### src/rtl/rgb_pkg.sv
// Shared definitions for the RGB LED path: colour codes, palette table,
// fade state encoding and the brightness scaling helper.
package rgb_pkg;

  typedef enum logic [2:0] {
    COLOR_RED    = 3'd0,
    COLOR_ORANGE = 3'd1,
    COLOR_YELLOW = 3'd2,
    COLOR_GREEN  = 3'd3,
    COLOR_BLUE   = 3'd4,
    COLOR_INDIGO = 3'd5,
    COLOR_PURPLE = 3'd6,
    COLOR_OFF    = 3'd7
  } color_e;

  typedef struct packed {
    logic [7:0] r;
    logic [7:0] g;
    logic [7:0] b;
  } rgb_t;

  typedef enum logic {
    ST_IDLE = 1'b0,
    ST_FADE = 1'b1
  } fade_state_e;

  localparam rgb_t RGB_OFF = '{r: 8'd0, g: 8'd0, b: 8'd0};

  function automatic rgb_t palette(input color_e code);
    rgb_t c;
    c = RGB_OFF;
    case (code)
      COLOR_RED:    c = '{r: 8'd255, g: 8'd0,   b: 8'd0};
      COLOR_ORANGE: c = '{r: 8'd255, g: 8'd128, b: 8'd0};
      COLOR_YELLOW: c = '{r: 8'd255, g: 8'd255, b: 8'd0};
      COLOR_GREEN:  c = '{r: 8'd0,   g: 8'd255, b: 8'd0};
      COLOR_BLUE:   c = '{r: 8'd0,   g: 8'd0,   b: 8'd255};
      COLOR_INDIGO: c = '{r: 8'd75,  g: 8'd0,   b: 8'd130};
      COLOR_PURPLE: c = '{r: 8'd143, g: 8'd0,   b: 8'd255};
      default:      c = RGB_OFF;
    endcase
    return c;
  endfunction

  // Full scale (8'hFF) passes the level through so a lit channel reaches 255.
  function automatic logic [7:0] scale_duty(input logic [7:0] level,
                                            input logic [7:0] bright);
    logic [15:0] prod;
    prod = 16'(level) * 16'(bright);
    return (bright == 8'hFF) ? level : prod[15:8];
  endfunction

endpackage

### src/rtl/rgb_ramp_channel.sv
// One colour channel level: moves toward its target by at most STEP per
// enabled cycle, landing exactly on the target without overshoot.
module rgb_ramp_channel #(
  parameter int STEP = 8
) (
  input  logic       clk,
  input  logic       rst,
  input  logic       step_en,
  input  logic [7:0] target,
  output logic [7:0] level,
  output logic       at_target
);

  localparam logic [8:0] STEP9 = 9'(STEP);

  logic [8:0] lvl9;
  logic [8:0] tgt9;
  logic [8:0] gap;
  logic [7:0] level_d;

  // NOTE: every always_comb output gets a default first so no path leaves it
  // unassigned, which would otherwise infer a latch.
  always_comb begin
    lvl9    = {1'b0, level};
    tgt9    = {1'b0, target};
    gap     = '0;
    level_d = level;
    if (level < target) begin
      gap     = tgt9 - lvl9;
      level_d = (gap <= STEP9) ? target : 8'(lvl9 + STEP9);
    end else if (level > target) begin
      gap     = lvl9 - tgt9;
      level_d = (gap <= STEP9) ? target : 8'(lvl9 - STEP9);
    end
  end

  assign at_target = (level == target);

  // NOTE: state registers use non-blocking assignments so every flop samples
  // pre-edge values regardless of block ordering.
  always_ff @(posedge clk or posedge rst) begin
    if (rst)          level <= '0;
    else if (step_en) level <= level_d;
  end

endmodule

### src/rtl/rgb_fade_ctrl.sv
// Colour-code to PWM duty converter: fades three channel levels toward the
// palette target once per prescaler tick, then applies global brightness.
module rgb_fade_ctrl
  import rgb_pkg::*;
#(
  parameter int PRESCALE = 256,
  parameter int STEP     = 8
) (
  input  logic       clk,
  input  logic       rst,
  input  logic [2:0] color_in,
  input  logic       color_valid,
  input  logic [7:0] brightness,
  output logic [7:0] R_duty,
  output logic [7:0] G_duty,
  output logic [7:0] B_duty,
  output logic       busy,
  output logic       done
);

  localparam int                CNT_W   = (PRESCALE > 1) ? $clog2(PRESCALE) : 1;
  localparam logic [CNT_W-1:0] CNT_MAX = CNT_W'(PRESCALE - 1);

  logic [CNT_W-1:0] presc_q;
  logic             tick;
  rgb_t             tgt_q;
  fade_state_e      state_q, state_d;
  logic             done_d;
  logic             step_en;
  logic [7:0]       lvl_r, lvl_g, lvl_b;
  logic             at_r, at_g, at_b;

  // Free-running fade timebase; requests never realign it.
  assign tick = (presc_q == CNT_MAX);

  always_ff @(posedge clk or posedge rst) begin
    if (rst) presc_q <= '0;
    else     presc_q <= tick ? '0 : presc_q + 1'b1;
  end

  always_ff @(posedge clk or posedge rst) begin
    if (rst)              tgt_q <= RGB_OFF;
    else if (color_valid) tgt_q <= palette(color_e'(color_in));
  end

  // A request on a tick still steps toward the old target (tgt_q loads on the
  // same edge) and suppresses completion for that tick.
  always_comb begin
    state_d = state_q;
    done_d  = 1'b0;
    case (state_q)
      ST_IDLE: if (color_valid) state_d = ST_FADE;
      ST_FADE: begin
        if (color_valid) begin
          state_d = ST_FADE;
        end else if (tick && at_r && at_g && at_b) begin
          state_d = ST_IDLE;
          done_d  = 1'b1;
        end
      end
      default: state_d = ST_IDLE;
    endcase
  end

  assign step_en = (state_q == ST_FADE) && tick;

  rgb_ramp_channel #(.STEP(STEP)) u_ramp_r (
    .clk(clk), .rst(rst), .step_en(step_en), .target(tgt_q.r),
    .level(lvl_r), .at_target(at_r)
  );

  rgb_ramp_channel #(.STEP(STEP)) u_ramp_g (
    .clk(clk), .rst(rst), .step_en(step_en), .target(tgt_q.g),
    .level(lvl_g), .at_target(at_g)
  );

  rgb_ramp_channel #(.STEP(STEP)) u_ramp_b (
    .clk(clk), .rst(rst), .step_en(step_en), .target(tgt_q.b),
    .level(lvl_b), .at_target(at_b)
  );

  always_ff @(posedge clk or posedge rst) begin
    if (rst) begin
      state_q <= ST_IDLE;
      busy    <= 1'b0;
      done    <= 1'b0;
    end else begin
      state_q <= state_d;
      busy    <= (state_d == ST_FADE);
      done    <= done_d;
    end
  end

  always_ff @(posedge clk or posedge rst) begin
    if (rst) begin
      R_duty <= '0;
      G_duty <= '0;
      B_duty <= '0;
    end else begin
      R_duty <= scale_duty(lvl_r, brightness);
      G_duty <= scale_duty(lvl_g, brightness);
      B_duty <= scale_duty(lvl_b, brightness);
    end
  end

endmodule
### config.mk
export PLATFORM = sky130hd
export DESIGN_NAME = rgb_fade_ctrl
export DESIGN_NICKNAME = d
export VERILOG_FILES = /design/src/rtl/rgb_pkg.sv /design/src/rtl/rgb_ramp_channel.sv /design/src/rtl/rgb_fade_ctrl.sv
export SDC_FILE = /design/constraint.sdc
export NUM_CORES = 1
export LEC_CHECK = 0
export CAP_MARGIN = 10
export CORE_MARGIN = 3
export CORE_UTILIZATION = 38
export CTS_CLUSTER_SIZE = 28
export DETAILED_ROUTE_END_ITERATION = 10
export DONT_BUFFER_PORTS = 1
export GPL_ROUTABILITY_DRIVEN = 0
export GPL_TIMING_DRIVEN = 0
export SLEW_MARGIN = 20
export SYNTH_ARGS = -nofsm -noshare
export SYNTH_HDL_FRONTEND = slang
export SYNTH_SLANG_ARGS = --single-unit
### constraint.sdc
create_clock -name clk -period 5.7 [get_ports clk]
set_input_delay 0.285 -clock clk [delete_from_list [all_inputs] [get_ports clk]]
set_output_delay 0.285 -clock clk [all_outputs]
set_load 0.005 [all_outputs]
=== Word level (Yosys, flattened, before mapping) ===
Index checks and enable logic that the tools add are counted.
W data, S select, Z words.

* Bitwise logic cells: 1
* Equal/unequal tests: 11
* Reductions and logical operators: 11
* Magnitude comparators: 12
* Mux-type cells: 24
* Multipliers: 3
* $add $sub $neg: 13

{| class="wikitable"
|+ Operators by type and width
! kind !! number
|-
| $pmux W24 S7 || 1
|-
| $mux W8 || 16
|-
| $le A9 B4 Y1 const B || 6
|-
| $sub A8 B8 Y9 || 6
|-
| $mul A8 B8 Y16 || 3
|-
| $add A8 B4 Y8 const B || 3
|-
| $eq A8 B8 Y1 || 3
|-
| $gt A8 B8 Y1 || 3
|-
| $lt A8 B8 Y1 || 3
|-
| $sub A8 B4 Y8 const B || 3
|-
| $eq A8 B8 Y1 const B || 2
|-
| $eq A3 B3 Y1 const B || 3
|-
| $add A8 B1 Y8 const B || 1
|-
| $eq A3 B2 Y1 const B || 2
|-
| $mux W1 || 6
|-
| $reduce_and A2 Y1 || 3
|-
| $reduce_bool A2 Y1 || 3
|-
| $logic_and A1 B1 Y1 || 4
|-
| $eq A3 B1 Y1 const B || 1
|-
| $logic_not A3 Y1 || 1
|-
| $pmux W1 S2 || 1
|-
| $not A1 Y1 || 1
|}

* Output and inout port bits: 26
* Word-level logic and storage cells: 87
* Bits in registers: 82

=== Longest topological paths before layout ===
Gate-level depths: netlist (run 1).

* Depth after elaboration: 7
* Mapped depth: 19

=== Cells and area by module ===
Synthesis (run 1) repeated with hierarchy kept, for this count alone.

* Cell total of the unflattened synthesis: 1326
* Area, all modules: 11592.4 um2

{| class="wikitable"
|+ By module, submodules not included
! module !! times used !! area an instance (um2) !! cells each !! sequential area each (um2)
|-
| rgb_fade_ctrl || 1 || 7606.0 || 834 || 1051.0
|-
| rgb_ramp_channel || 3 || 1328.8 || 164 || 200.2
|}

=== Worst setup path before layout (run 1) ===
No wires, ideal clock.

* Path kind: register to register
* Start: register u_ramp_g.level[5]
* End: register G_duty[5]
* Library setup time: 0.125 ns
* Setup slack: 0.932 ns
* Cell stages (with the launch flop): 17
* Data arrival time: 4.643 ns
* Period minus slack after synthesis: 4.768 ns
* Required time: 5.575 ns
* Path through: dfrtp_1 > clkbuf_1 > and2_1 > fa_1 > fa_1 > fa_1 > inv_1 > fa_1 > inv_1 > ha_1 > a21o_1 > a21o_1 > a221o_1 > a21o_1 > a21oi_1 > xnor2_1 > mux2_2

* Word-level cells in the longest chain between the ends: 2

{| class="wikitable"
|+ RTL lines
! item !! line !! text
|-
| from (decl) || rgb_ramp_channel.sv:10 || <nowiki>output logic [7:0] level,</nowiki>
|-
| from (signal assigned) || rgb_ramp_channel.sv:43 || <nowiki>else if (step_en) level <= level_d;</nowiki>
|-
| $mul A8 B8 Y16 || rgb_pkg.sv:49 || <nowiki>prod = 16'(level) * 16'(bright);</nowiki>
|-
| $mux W8 * || rgb_pkg.sv:50 || <nowiki>return (bright == 8'hFF) ? level : prod[15:8];</nowiki>
|-
| to (signal assigned) || rgb_fade_ctrl.sv:101 || <nowiki>G_duty <= scale_duty(lvl_g, brightness);</nowiki>
|-
| to (decl) || rgb_fade_ctrl.sv:15 || <nowiki>output logic [7:0] G_duty,</nowiki>
|}

Every way passes the cells marked *; elsewhere a longest branch is shown, timed or not.
A chain may end at the register's enable or synchronous reset.

=== Worst setup path after layout (run 1) ===
* Start: register u_ramp_g.level[5]
* End: register G_duty[7]

* Word-level cells in the longest chain between the ends: 2

{| class="wikitable"
|+ RTL lines
! item !! line
|-
| $mul A8 B8 Y16 || rgb_pkg.sv:49
|-
| $mux W8 || rgb_pkg.sv:50
|}

Every way passes these cells.

==> metrics.txt, run 1 <==
status finished, final reports clean; final net count 1518; setup bufs post-CTS 0; Clock Tree Buf Depth 2; Comb power frac 0.228; part of the power in registers 0.344; Clock Latency Late Sink 340 ps; H-tree depth 3; EDFF count, synth 0; final worst path period need 5380 ps; post-synthesis cell area 0.0107 mm²; post-synthesis net count 1505; total iterations of the first detailed-routing run 5; Tcrit/Tclk final 0.944; DRC Markers 0; Gate Count Post-Synth 1236; GR Util All Layers 0.176; syn avg cell area 8.66 µm²; CP Class reg -> reg; Worst Path Arrival 5550 ps; Final Skew 9.44 ps; initial core utilization 0.392; first-pass GRT wire length 43700 µm; pwr dens 116 mW/mm²; flops & latches, synth 62; synth warn 0; post-synthesis async set-or-reset flop share 1.00; crit end category flip-flop; share of post-route cells with drive strength above 1 0.0391; DP Wirelength 20700 µm; First DRT Iteration DRCs 405; Peak VDD IR 149 µV; Hold Crit Class in -> reg; FMAX 186 MHz; register area share after synthesis 0.145; Synth-to-Final Area Change 7.69%; initial antenna violation count 0; Antenna diodes 0; Synth cell types 79; Lkg Pwr 5.96 nW; num rows 60; Psw 0.401 mW; CORE AREA 0.0273 mm²; TritonCTS clock tree done; Rel. slew slack 0.209; clk root buf clkbuf_16; vias in the first global route 8627; Setup Viol. Count Final 0; Port Buffers 0; DR WL/cell 16.2 µm; worst-path maximum fanout 10; Synth Flop Type dfrtp_1; Pint 0.931 mW; die area 0.0302 mm²; clock sinks 62; MaxCap Viol Count 0; io pins 40; RSZ-0062 raised after global routing false; Die Y 174 µm; Post-Route Setup TNS 0 ps; Num CTS Buffers 9; ANT nets after route 0; Critical Path RT 5870 ps; worst-margin pin slew 1180 ps; Tot Pwr 1.33 mW; clock power share 0.428; Vias 8642; DIE WIDTH 174 µm; GRT overflow 0; Final Hold Vio Count 0; vias per cell 5.32; largest net degree at the start of global routing 51; Total Routed Length 26300 µm; Switching Fraction 0.301; Worst Setup Start Kind flip-flop; Clock transition at path regs 50 ps; Pins Over Slew Limit 0
through the flow:
stage	std cells	utilization	hold slack (ps)	area (µm²)	setup slack [ps]
after floorplan	1236	-	385	10700	932
after global placement	1608	0.409	409	11200	197
after detailed placement	1609	0.410	88.6	11200	187
after CTS	1625	0.421	37.9	11500	266
after global routing	1625	0.422	41.0	11500	50.3
final	1625	0.422	53.6	11500	322
final timing paths:
path | from | endpoint | slack, ps | depth (start not counted)
worst max register to register | u_ramp_g.level[5]$_DFFE_PP0P_ | G_duty[7]$_DFF_PP0_ | 320 | 16
worst min-delay path | color_in[2] | tgt_q[14]$_DFFE_PP0P_ | 50 | 1
worst max-delay path | u_ramp_g.level[5]$_DFFE_PP0P_ | G_duty[7]$_DFF_PP0_ | 320 | 16
worst min register to register | presc_q[7]$_DFF_PP0_ | presc_q[7]$_DFF_PP0_ | 490 | 1
min in group asynchronous | rst | done$_DFF_PP0_ | 340 | 2
max in group asynchronous | rst | R_duty[3]$_DFF_PP0_ | 4830 | 3
sequential cells by signal, summed over array words and instances, names as in the netlist:
register,count
B_duty,8
G_duty,8
R_duty,8
done,1
presc_q,8
state_q,1
tgt_q,8
u_ramp_b.level,7
u_ramp_g.level,6
u_ramp_r.level,7
area by class of cell:
class                      instances  area [µm²]
timing repair buffer               2        37.5
multi-input combinational        954        8290
sequential                        62        1550
inverter                         155         584
tap                              372         465
buffer                            65         284
clock inverter                     3        42.5
fill                            2761       15800
clock buffer                      12         267
cell usage after synthesis, types with 6 or more instances:
library cell	count	area, µm²
o21ai_0	60	300
ha_1	150	1880
a21oi_1	49	245
o21a_1	12	90.1
clkbuf_1	53	199
nand2b_1	11	68.8
or4_1	6	45.0
nand3_1	27	135
nand2_1	99	372
o211ai_1	9	67.6
dfrtp_1	62	1550
a21o_1	16	120
xor2_1	20	175
and2_1	134	838
nand4_1	7	43.8
nand3b_1	6	45.0
nor2_1	46	173
xnor2_1	25	219
mux2i_1	16	160
a211oi_1	6	45.0
inv_1	155	582
nor4_1	7	43.8
fa_1	105	2100
and3_1	6	37.5
nor3_1	14	70.1
o22ai_1	8	50.1
nor2b_1	11	68.8
a22oi_1	6	45.0
power groups by stage:
stage / Combinational [mW] / Clock, mW / Sequential (mW)
after global placement: 0.293 / 0 / 0.465
after CTS: 0.301 / 0.584 / 0.458
after detailed placement: 0.299 / 0 / 0.465
after global routing: 0.337 / 0.602 / 0.459
after floorplan: 0.227 / 0 / 0.461
final: 0.304 / 0.570 / 0.457
critical path: stages, from the launching register on:
cell      delay [ps]
dfrtp_1          520
clkbuf_1         440
and2_1           230
fa_1             430
fa_1             470
fa_1             540
inv_1             60
fa_1             540
inv_1             50
ha_1             360
a21o_1           200
a21o_1           190
a221o_1          410
a211o_1          320
a21oi_1          190
xnor2_1          140
mux2i_1          120
per-layer routing:
layer / up-vias / part of all wire / track usage
met5: - / 0 / 0
met4: 0 / 0.012 / 0.0399
met3: 28 / 0.044 / 0.0296
met2: 173 / 0.47 / 0.294
met1: 4255 / 0.47 / 0.240
li1: 4186 / - / -
cell families after synthesis:
kind of cell / count (synthesis) / synth area share
adders and majority gates: 255 / 0.372
DFF: 62 / 0.145
buffers and inverters: 220 / 0.0808
AOI/OAI and AO/OA: 236 / 0.147
muxes: 19 / 0.0185
and+or+nand+nor: 399 / 0.200
xor gates and xnor gates: 45 / 0.0368
repair_timing:
action                                  in CTS  in global routing
hold buffers                                 1                  0
endpoints found under the setup margin       0                  2
resized for setup                            0                  3
hold endpoints to repair                    12                  0
cell usage in the layout, fill, tap and decap left out, types with 6 or more instances in the layout:
| cell type | Yosys | final |
|---|---|---|
| inv_1 | 155 | 154 |
| ha_1 | 150 | 150 |
| and2_1 | 134 | 134 |
| fa_1 | 105 | 105 |
| nand2_1 | 99 | 99 |
| dfrtp_1 | 62 | 62 |
| o21ai_0 | 60 | 60 |
| clkbuf_1 | 53 | 52 |
| a21oi_1 | 49 | 49 |
| nor2_1 | 46 | 46 |
| nand3_1 | 27 | 27 |
| xnor2_1 | 25 | 25 |
| xor2_1 | 20 | 20 |
| a21o_1 | 16 | 16 |
| mux2i_1 | 16 | 16 |
| nor3_1 | 14 | 14 |
| o21a_1 | 12 | 12 |
| nand2b_1 | 11 | 11 |
| nor2b_1 | 11 | 11 |
| o211ai_1 | 9 | 9 |
| clkbuf_16 | 0 | 9 |
| o22ai_1 | 8 | 8 |
| nand4_1 | 7 | 7 |
| nor4_1 | 7 | 7 |
| and3_1 | 6 | 6 |
| or4_1 | 6 | 6 |
| nand3b_1 | 6 | 6 |
| a22oi_1 | 6 | 6 |
| a211oi_1 | 6 | 6 |
No activity file was read; power rests on OpenSTA's default activity.
==> run 2: changes to the inputs <==
--- a/config.mk
+++ b/config.mk
@@ -7,7 +7,7 @@
 export LEC_CHECK = 0
 export CAP_MARGIN = 10
 export CORE_MARGIN = 3
-export CORE_UTILIZATION = 38
+export CORE_UTILIZATION = 35
 export CTS_CLUSTER_SIZE = 28
 export DETAILED_ROUTE_END_ITERATION = 10
 export DONT_BUFFER_PORTS = 1
==> metrics.txt, run 2 (synthesis results as in run 1) <==
status finished, final reports clean; Clock transition at path regs 60 ps (about the same); first-pass GRT wire length 44900 µm (+2.8%); cell total after placement 1627 (+1.1%); die area 0.0327 mm² (+8.3%); Peak VDD IR 133 µV (-10%); DP Area 0.0112 mm² (+0.20%); initial antenna violation count 0 (unchanged); DR WL/cell 16.2 µm (about the same); RSZ-0062 raised after global routing false; share of post-route cells with drive strength above 1 0.0391 (about the same); Worst Path Arrival 5590 ps (+40 ps); clock sinks 62 (unchanged); final worst path period need 5390 ps (+14.2 ps); Post-Route Setup TNS 0 ps (unchanged); FMAX 185 MHz (-0.26%); pwr dens 112 mW/mm² (-3.1%); vias per cell 5.20 (-2.3%); MaxCap Viol Count 0 (unchanged); Fillers 2993 (+8.4%); Hold Slack 47.5 ps (-6.13 ps); DIE WIDTH 181 µm (+4.1%); worst-path maximum fanout 10 (unchanged); Die Y 181 µm (+4.1%); Critical Path RT 5900 ps (+30 ps); Num CTS Buffers 9 (unchanged); crit end category flip-flop; Setup Viol. Count Final 0 (unchanged); TritonCTS clock tree done; Pins Over Slew Limit 0 (unchanged); ANT nets after route 0 (unchanged); Hold Crit Class in -> reg; Lkg Pwr 5.94 nW (-0.34%); post-layout instance area 0.0115 mm² (about the same); Layout Utilization 0.386 (-0.0361); First DRT Iteration DRCs 449 (+11%); GRT overflow 0 (unchanged); CORE AREA 0.0299 mm² (+9.3%); DP Wirelength 21300 µm (+2.7%); worst-margin pin slew 1110 ps (-68.4 ps); Clock Tree Buf Depth 2 (unchanged); H-tree depth 3 (unchanged); io pins 40 (unchanged); CP Class reg -> reg; vias in the first global route 8879 (+2.9%); Final Hold Vio Count 0 (unchanged); Final Skew 10.6 ps (+1.13 ps); num rows 63 (+5.0%); Port Buffers 0 (unchanged); Cell Count, Final, Fillers Out 1645 (+1.2%); initial core utilization 0.358 (-0.0334); final net count 1518 (unchanged); Total Routed Length 26600 µm (+1.3%); Worst Setup Start Kind flip-flop; Clock Latency Late Sink 340 ps (about the same); Vias 8551 (-1.1%); commonest cells after routing, fill and taps aside inv_1 (154), ha_1 (150), and2_1 (134), fa_1 (105), nand2_1 (99); Synth-to-Final Area Change 7.67% (about the same); GR Util All Layers 0.166 (-0.00960); total iterations of the first detailed-routing run 5 (unchanged); Rel. slew slack 0.255 (+0.0460); DRC Markers 0 (unchanged); largest net degree at the start of global routing 50 (-2.0%); Tcrit/Tclk final 0.946 (+0.00249); clk root buf clkbuf_16; commonest non-fill, non-tap cell in the layout inv_1
run 2: routing by layer:
metal / up-vias / wire, µm / track usage
met5: - / 0 / 0
met4: 0 / 395 / 0.0372
met3: 30 / 1010 / 0.0274
met2: 157 / 12500 / 0.280
met1: 4182 / 12700 / 0.225
li1: 4182 / - / -
run 2: stage by stage:
| stage | setup WS, ps | power [mW] |
|---|---|---|
| global placement | 182 | 0.757 |
| detailed placement | 222 | 0.762 |
| CTS | 223 | 1.30 |
| global route | 61.8 | 1.36 |
| floorplan | 932 | 0.688 |
| finish | 308 | 1.29 |
run 2: cell type report:
| class | count | area (µm²) | area share |
|---|---|---|---|
| timing repair buffer | 2 | 37.5 | 0.00326 |
| clock buffer | 9 | 225 | 0.0195 |
| tap | 390 | 488 | 0.0423 |
| inverter | 155 | 584 | 0.0507 |
| buffer | 65 | 283 | 0.0245 |
| clock inverter | 7 | 57.6 | 0.00500 |
| antenna | 1 | 2.50 | 0.000217 |
| multi-input combinational | 954 | 8290 | 0.720 |
| sequential | 62 | 1550 | 0.135 |
run 2: report_power, final:
group	internal [mW]	total [mW]	switching, mW
clock network	0.299	0.533	0.233
logic	0.114	0.301	0.187
registers	0.446	0.456	0.0106
run 2: timing repair:
action,CTS,global route
endpoints found under the setup margin,0,3
setup buffers,0,0
gates resized for setup,0,2
hold endpoints to repair,13,0
hold buffers,1,0
run 2: critical path, cell delays in order, from the launching register on:
cell and delay, ps:
dfrtp_1 470, clkbuf_1 280, and2_1 260, fa_1 470, fa_1 540, inv_1 50
fa_1 470, inv_1 60, fa_1 490, ha_1 240, or4_1 580, a41oi_2 280
o21ai_0 220, nor3_1 260, o21bai_1 110, xnor2_1 130, o21ai_0 330
run 2: path summary, 6_finish.rpt:
check / start / cells after the start / end / slack, ps
min: color_in[2] / 1 / tgt_q[14]$_DFFE_PP0P_ / 50
max: u_ramp_r.level[1]$_DFFE_PP0P_ / 16 / R_duty[7]$_DFF_PP0_ / 310
max reg2reg: u_ramp_r.level[1]$_DFFE_PP0P_ / 16 / R_duty[7]$_DFF_PP0_ / 310
max in group asynchronous: rst / 3 / R_duty[6]$_DFF_PP0_ / 4800
min in group asynchronous: rst / 2 / presc_q[7]$_DFF_PP0_ / 350
min reg2reg: presc_q[4]$_DFF_PP0_ / 1 / presc_q[4]$_DFF_PP0_ / 480
